$ cat src/rtl/sreg_lane_buffer.sv
// Multi-lane word-collecting shift buffer: DEPTH beats of LANES words form one block.
// A full block is held under backpressure, and the consuming cycle can refill it with no gap.
module sreg_lane_buffer #(
    parameter int WIDTH = 32,
    parameter int DEPTH = 4,
    parameter int LANES = 4
) (
    input  logic                           clk,
    input  logic                           rst,
    input  logic                           clr,
    input  logic                           in_valid,
    output logic                           in_ready,
    input  logic [LANES*WIDTH-1:0]         din,
    output logic                           out_valid,
    input  logic                           out_ready,
    output logic [LANES*DEPTH*WIDTH-1:0]   res,
    output logic [$clog2(DEPTH+1)-1:0]     count
);

    localparam int CW = $clog2(DEPTH + 1);
    localparam int LW = DEPTH * WIDTH;

    localparam logic FILL = 1'b0;
    localparam logic FULL = 1'b1;

    localparam logic [CW-1:0] CNT_FULL = CW'(DEPTH);
    localparam logic [CW-1:0] CNT_LAST = CW'(DEPTH - 1);
    localparam logic [CW-1:0] CNT_ONE  = CW'(1);

    logic          state;
    logic [LW-1:0] lane [LANES];
    logic          accept;
    logic          consume;

    assign out_valid = (state == FULL);
    // While full, a slot frees up only in the cycle the consumer takes the block.
    assign in_ready  = (state == FILL) ? 1'b1 : out_ready;
    assign accept    = in_valid & in_ready;
    assign consume   = out_valid & out_ready;

    // NOTE: every output of this block gets a default first, so no path can infer a latch.
    always_comb begin
        res = '0;
        for (int k = 0; k < LANES; k++) begin
            res[(LANES-k)*LW-1 -: LW] = lane[k];
        end
    end

    // NOTE: state is updated with non-blocking assignments, so every branch sees pre-edge values.
    // NOTE: the lane registers are small flops, not a RAM, so they can share the async reset.
    always_ff @(posedge clk or posedge rst) begin
        if (rst) begin
            state <= FILL;
            count <= '0;
            for (int k = 0; k < LANES; k++) begin
                lane[k] <= '0;
            end
        end else if (clr) begin
            state <= FILL;
            count <= '0;
        end else begin
            if (accept) begin
                for (int k = 0; k < LANES; k++) begin
                    lane[k] <= {lane[k][LW-WIDTH-1:0], din[(LANES-k)*WIDTH-1 -: WIDTH]};
                end
            end
            case (state)
                FILL: begin
                    if (accept) begin
                        if (count == CNT_LAST) begin
                            state <= FULL;
                            count <= CNT_FULL;
                        end else begin
                            count <= count + CNT_ONE;
                        end
                    end
                end
                FULL: begin
                    // An accept here is only possible when the block is consumed in the same cycle.
                    if (consume) begin
                        state <= FILL;
                        count <= accept ? CNT_ONE : '0;
                    end
                end
                default: begin
                    state <= FILL;
                    count <= '0;
                end
            endcase
        end
    end

endmodule
$ cat config.mk
export PLATFORM = sky130hd
export DESIGN_NAME = sreg_lane_buffer
export DESIGN_NICKNAME = d
export VERILOG_FILES = /design/src/rtl/sreg_lane_buffer.sv
export SDC_FILE = /design/constraint.sdc
export NUM_CORES = 1
export LEC_CHECK = 0
export CORE_AREA = 2 2 250 252
export DETAILED_ROUTE_END_ITERATION = 6
export DIE_AREA = 0 0 252 254
export SLEW_MARGIN = 0
export SYNTH_ARGS = -nofsm -noshare
export SYNTH_HDL_FRONTEND = slang
export SYNTH_SLANG_ARGS = --single-unit
$ cat constraint.sdc
create_clock -name clk -period 24.8 [get_ports clk]
set_input_delay 6.2 -clock clk [delete_from_list [all_inputs] [get_ports clk]]
set_output_delay 6.2 -clock clk [all_outputs]
set_load 0.005 [all_outputs]
---- After elaboration in Yosys (flattened, before gate mapping) ----
Cells that the tools add are included.
word-level totals
  logic and storage cells ................. 28
  register bits after elaboration ......... 516
  output and inout port bits .............. 517
operators by class
  reduce and logical (&&, ||, !) cells .... 2
  bitwise operators ....................... 4
  eq/ne operators ......................... 3
  add/sub/neg operators ................... 1
  mux-type cells .......................... 12
operator list
  operator                                                count
  2-to-1 mux 3 bit                                        4
  2-to-1 mux 1 bit                                        6
  one-hot mux 3 bit (2 select lines)                      1
  AND reduction 2 bit                                     2
  adder 3 x 1 -> 3 bit (second input constant)            1
  equality test 3 x 2 -> 1 bit (second input constant)    1
  inequality test 3 x 2 -> 1 bit (second input constant)  1
  inequality test 3 bit (second input constant)           1
  bitwise AND 1 bit                                       2
  NOT 1 bit                                               2
  one-hot mux 1 bit (2 select lines)                      1

---- Logic depth before layout (Yosys ltp) ----
  depth after elaboration ................. 6
  mapped depth ............................ 6

---- Least setup slack after synthesis ----
No wires, ideal clock.
  path kind ............................... input -> output
  start ................................... input out_ready
  end ..................................... output in_ready
  slack ................................... 12212 ps
  arrival ................................. 6388 ps
  data required time ...................... 18600 ps
  stages on the path ...................... 1
  path through ............................ nand2b_2
on the way
  word-level cells in the longest chain between the ends .. 1
RTL lines
  item                RTL line  source
  start: declaration  15        input logic out_ready,
  2-to-1 mux 1 bit    37        assign in_ready = (state == FILL) ? 1'b1 : out_ready;
  end: declaration    12        output logic in_ready,
Every way passes these cells.

---- Worst setup path in the final report ----
Same ends and word-level chain as after synthesis.

==> results.json <==
{
  "synth.top_cell.area_share_pct": 59.47,
  "drtPass1Iterations": 4,
  "synthTopCellsByArea": "dfrtp_1 59%, mux2_4 33%, buf_12 4.9%",
  "synthesis.area_um2": 21710,
  "rr_worst_depth": 6,
  "final.setup.worst_slack_ns": 11.18,
  "worst_path_largest_cell_delay_ns": 0.52,
  "timing.rr.start": "out_valid",
  "wl_per_cell_um": 21.92,
  "cts_buffer_depth": 3,
  "yosysSeqAreaShare_pct": 59.47,
  "maxSlewViolCount": 0,
  "yosysTopAreaCell": "dfrtp_1",
  "fmax_mhz": 73.44,
  "fin_skew_ns": 0.01629,
  "rows": 91,
  "final_nets": 1906,
  "routed_wl_um": 57190,
  "finalCriticalPeriod_ns": 13.62,
  "crit-reg2reg-capture": "res[498]",
  "setup_tns_ns": 0,
  "post-synth-top-count-cell": "dfrtp_1",
  "finalSetupViolCount": 0,
  "ys_types": 20,
  "startpoint_type": "input port",
  "synth_flop_cell": "dfrtp_1",
  "power.total_w": 0.003165,
  "cp_cell_sequence": "clkdlybuf4s50_1, nand2b_2, clkdlybuf4s50_1",
  "syn_nets": 1240,
  "clock-sinks": 516,
  "place_congestion": 0.8083,
  "synth-seq-cells": 516,
  "synthToLayoutAreaGrowth_pct": 39.05,
  "hpwl_um": 40830,
  "drc": 0,
  "p_per_area_nw_per_um2": 104.8,
  "status": "finished clean",
  "hold_buffers": 0,
  "fillers": 5274,
  "cts.repair.resized": 0,
  "post_cts_buffers": 0,
  "synth_edf_count": 0,
  "fin_crit_sh_pct": 54.91,
  "netlist_instances": 1105,
  "whs_path_depth": 1,
  "num_vias": 11870,
  "core_area_um2": 61260,
  "worst_pin_slew_ns": 1.117,
  "criticalPathCategory": "in2out",
  "rsz0062_at_grt": "false",
  "grt_first_pass_wirelength_um": 83900,
  "fp.dieW_um": 252,
  "drt_iter0_drc": 549,
  "track_usage_pct": 17.16,
  "start_util_pct": 35.45,
  "leakage_nw": 14.15,
  "async_flop_share_pct": 100.0,
  "grt_max_degree": 176,
  "die_y_um": 254,
  "drive_gt1_share_pct": 33.83,
  "vias_per_cell": 4.549,
  "slowest_stage": "clkdlybuf4s50_1",
  "r2r_slack_ns": 20.35,
  "cts.reportedPaths.clkPinSlew_ns": 0.06,
  "hold_class": "reg2reg",
  "hp-start": "res[481]",
  "clockRootBuffer": "clkbuf_16",
  "io_pins": 650,
  "path_max_fanout": 4,
  "pre_cts_ws_ns": 11.20,
  "antenna_left": 0,
  "grt.overflow.total": 0,
  "slew_headroom_pct": 25.53,
  "hold_violations": 0,
  "crit_arrival_ns": 7.42,
  "min_to": "res[481]",
  "grt_pass1_vias": 12460,
  "cts_max_level": 2,
  "antenna_found_initial": 1,
  "die-area_um2": 64010,
  "portBuffers": 649,
  "yosys_warnings": 0,
  "cts_tree": "done",
  "synth_top_cells_by_count": "516 x dfrtp_1, 480 x mux2_4, 53 x buf_12, 32 x mux2_2",
  "insertion_delay_ns": 0.61,
  "crit_path_frequent_cell": "clkdlybuf4s50_1",
  "ir_drop_mv": 0.05342,
  "cts_buffers": 59,
  "avgSynthCellArea_um2": 19.65,
  "end_kind": "output port",
  "cap_violations": 0,
  "crit_required_ns": 18.60
}
-- registers in the layout, indices dropped and copies added, names as in the netlist --
signal,flops
res,512
count,3
out_valid,1
-- per-layer routing --
| layer | wire (um) | track usage (%) | up-vias |
|---|---|---|---|
| met5 | 0 | 0 | - |
| met3 | 4455 | 6.228 | 80 |
| met2 | 29180 | 29.54 | 385 |
| li1 | - | - | 5247 |
| met4 | 1380 | 4.768 | 0 |
| met1 | 22170 | 20.16 | 6156 |
-- worst max path at each step --
stage,start,depth (start not counted),to,slack (ns)
floorplan,rst,1,count[0],4.19
global placement,out_ready,3,in_ready,11.20
detailed placement,out_ready,3,in_ready,11.20
CTS,out_ready,3,in_ready,11.19
global route,out_ready,3,in_ready,11.15
finish,out_ready,3,in_ready,11.18
-- worst max-delay path, delay by kind of cell --
family / cells / cell delay [ns]
and+or+nand+nor: 1 / 0.19
buffers and inverters: 2 / 1.02
-- per-stage QoR --
stage               area (um2)  instances  utilization, %  hold slack [ns]
floorplan                21710       1105               -           0.5041
global placement         28240       2500           46.10           0.4899
detailed placement       28240       2500           46.10           0.4922
CTS                      30190       2608           49.28           0.5101
global route             30190       2609           49.29           0.5204
finish                   30190       2609           49.29           0.5066
-- final cells by class --
cell class	count	area, um2	share of cell area, %
tap	790	988.4	3.274
antenna	1	2.502	0.008288
clock inverter	12	181.4	0.6009
timing repair buffer	662	6619	21.92
inverter	2	15.01	0.04973
clock buffer	96	1765	5.847
sequential	516	12910	42.77
multi-input combinational	530	7707	25.53
-- logic make-up (layout without fill, tap and decap cells) --
family | count (synthesis) | count (layout) | share of synthesized area, %
compound gates | 5 | 5 | 0.1383
fa+ha+maj | 2 | 2 | 0.1152
buf+inv | 59 | 772 | 5.077
flops | 516 | 516 | 59.47
mux | 513 | 513 | 34.90
other cells | 0 | 1 | 0
simple gates | 10 | 10 | 0.3054
-- where the power goes --
group	internal (W)	leakage [nW]	total, W	switching, W
Sequential	0.00108	6.13	0.00127	0.000189
Combinational	0.000725	7.08	0.00102	0.000296
Clock	0.000525	0.947	0.000872	0.000348
Total	0.00233	14.1	0.00317	0.000832
-- placed cells by master (no fill, tap or decap), types with 2 or more instances in the layout --
master,netlist,final
buf_4,3,11
mux2_4,480,480
clkinv_4,0,2
clkinv_2,0,2
a21oi_1,3,3
nor2_1,3,3
ha_1,2,2
bufinv_16,0,4
clkdlybuf4s50_1,0,649
clkbuf_16,0,59
buf_12,53,2
mux2_2,32,32
inv_6,0,3
clkbuf_8,0,15
clkbuf_1,0,22
dfrtp_1,516,516
(Power assumes the default switching activity.)
==> RTL change (config.mk and constraints unchanged) <==
Put one more register stage on the output `count`, cleared by the reset. The value now appears one clock later. The other outputs are not delayed to match.
--- a/src/rtl/sreg_lane_buffer.sv
+++ b/src/rtl/sreg_lane_buffer.sv
@@ -28,4 +28,6 @@
     localparam logic [CW-1:0] CNT_ONE  = CW'(1);
 
+    logic [$clog2(DEPTH+1)-1:0] count_s0;
+
     logic          state;
     logic [LW-1:0] lane [LANES];
@@ -52,5 +54,5 @@
         if (rst) begin
             state <= FILL;
-            count <= '0;
+            count_s0 <= '0;
             for (int k = 0; k < LANES; k++) begin
                 lane[k] <= '0;
@@ -58,5 +60,5 @@
         end else if (clr) begin
             state <= FILL;
-            count <= '0;
+            count_s0 <= '0;
         end else begin
             if (accept) begin
@@ -68,9 +70,9 @@
                 FILL: begin
                     if (accept) begin
-                        if (count == CNT_LAST) begin
+                        if (count_s0 == CNT_LAST) begin
                             state <= FULL;
-                            count <= CNT_FULL;
+                            count_s0 <= CNT_FULL;
                         end else begin
-                            count <= count + CNT_ONE;
+                            count_s0 <= count_s0 + CNT_ONE;
                         end
                     end
@@ -80,10 +82,10 @@
                     if (consume) begin
                         state <= FILL;
-                        count <= accept ? CNT_ONE : '0;
+                        count_s0 <= accept ? CNT_ONE : '0;
                     end
                 end
                 default: begin
                     state <= FILL;
-                    count <= '0;
+                    count_s0 <= '0;
                 end
             endcase
@@ -91,3 +93,11 @@
     end
 
+    always_ff @(posedge clk or posedge rst) begin
+        if (rst) begin
+            count <= '0;
+        end else begin
+            count <= count_s0;
+        end
+    end
+
 endmodule
Function: changed (Yosys sat finds a counterexample within 4 cycles, from zero or initial values and one cycle with rst high).
==> RTL change against the unedited design <==
Synthesized area increased by 0.35%. Setup slack got worse by 0.0022 ns. Register-to-register slack got worse by 1.1 ns. Design area decreased by 0.18%. Non-clock buffer count unchanged. Hold slack got worse by 0.092 ns. Critical path depth unchanged. Final cell count unchanged. Sequential cell count increased by 3. Routed wire length decreased by 2.1%. Maximum frequency about the same. Power decreased by 1.4%. Die area unchanged.
==> RTL change: results (changes against the unedited design) <==
The net count of the finished layout is 1907 (+0.052%). The detailed-routed wire length on met3 was 4607 um (+3.4%); the antenna cell count was 2 (+1). The area fraction in compound gates after synthesis is 0.1378% (-0.00048 points), and the post-synthesis register bit count is 519 (+0.58%).

For the largest net degree at the start of global routing, the log shows 138 (-22%). The largest clock skew in the final design is 0.01255 ns (-0.003742 ns). Share of synthesized cell area in full adder, half adder and majority cells: 0.1149% (-0.00040 points). The run finished with clean final reports.

The number of antenna violations at the first check in global routing is 4 (+3), and the number of DRC markers after the initial detailed-route iteration is 606 (+10%). Ranked by instance count, the synthesized netlist is headed by dfrtp_1, mux2_4, buf_12. The via count of the first global-routing pass is 12530 (+0.58%).

The met1 usage in global routing was 20.40% (+0.24 points). The area share of buffers outside the clock network was 21.92% (about the same); the setup slack on the worst flop-to-flop path was 19.29 ns (-1.06 ns). For the half-perimeter wire length after placement, the log shows 39800 um (-2.5%).

The wire length of the first global-routing pass is 83300 um (-0.72%), and the cell count of the worst reg-to-reg path is 7 (+1). Uppermost metal layer occupied by signal nets: met5. For the count of fill cells added during filler insertion, the log shows 5256 (-0.34%). The clock network power share was 26.6% (-1.0 points).

By area the synthesized netlist is led by dfrtp_1, mux2_4, buf_12. The tools report the met2 wirelength from detailed routing as 27970 um (-4.1%). The worst slew slack as a fraction of its limit was 23.87% (-1.7 points).

The routability-driven placement congestion ratio is 0.8258 (+2.2%), and the clock distribution area overhead in the final layout is 6.065% (-0.38 points). The detailed-routing wirelength on met1 was 22050 um (-0.56%); the share of synthesized area spent on multiplexers was 34.78% (-0.12 points).
[RTL change: cell count changes in the layout (fill, tap and decap cells not counted), sizes merged]
cell    unedited run  this run
clkinv             4        14
clkbuf            96        87
bufinv             4         1
dfrtp            516       519
inv                5         3
diode              1         2
[RTL change: critical path: stages]
cell,delay (ns)
clkdlybuf4s50_1,0.50
nand2b_2,0.19
clkdlybuf4s50_1,0.53
[RTL change: through the flow]
stage	std cells	power, mW	instance area [um^2]	hold slack, ns
after floorplan	1108	1.672	21790	0.3747
after global placement	2503	2.301	28300	0.3955
after detailed placement	2503	2.317	28300	0.4036
after CTS	2607	3.168	30130	0.4168
after global routing	2609	3.275	30140	0.4267
final	2609	3.122	30140	0.4150
[RTL change: worst max path at each step]
stage / end / cells past startpoint
floorplan: count[0]$_DFF_PP0_ / 1
global placement: in_ready / 3
detailed placement: in_ready / 3
CTS: in_ready / 3
global route: in_ready / 3
finish: in_ready / 3
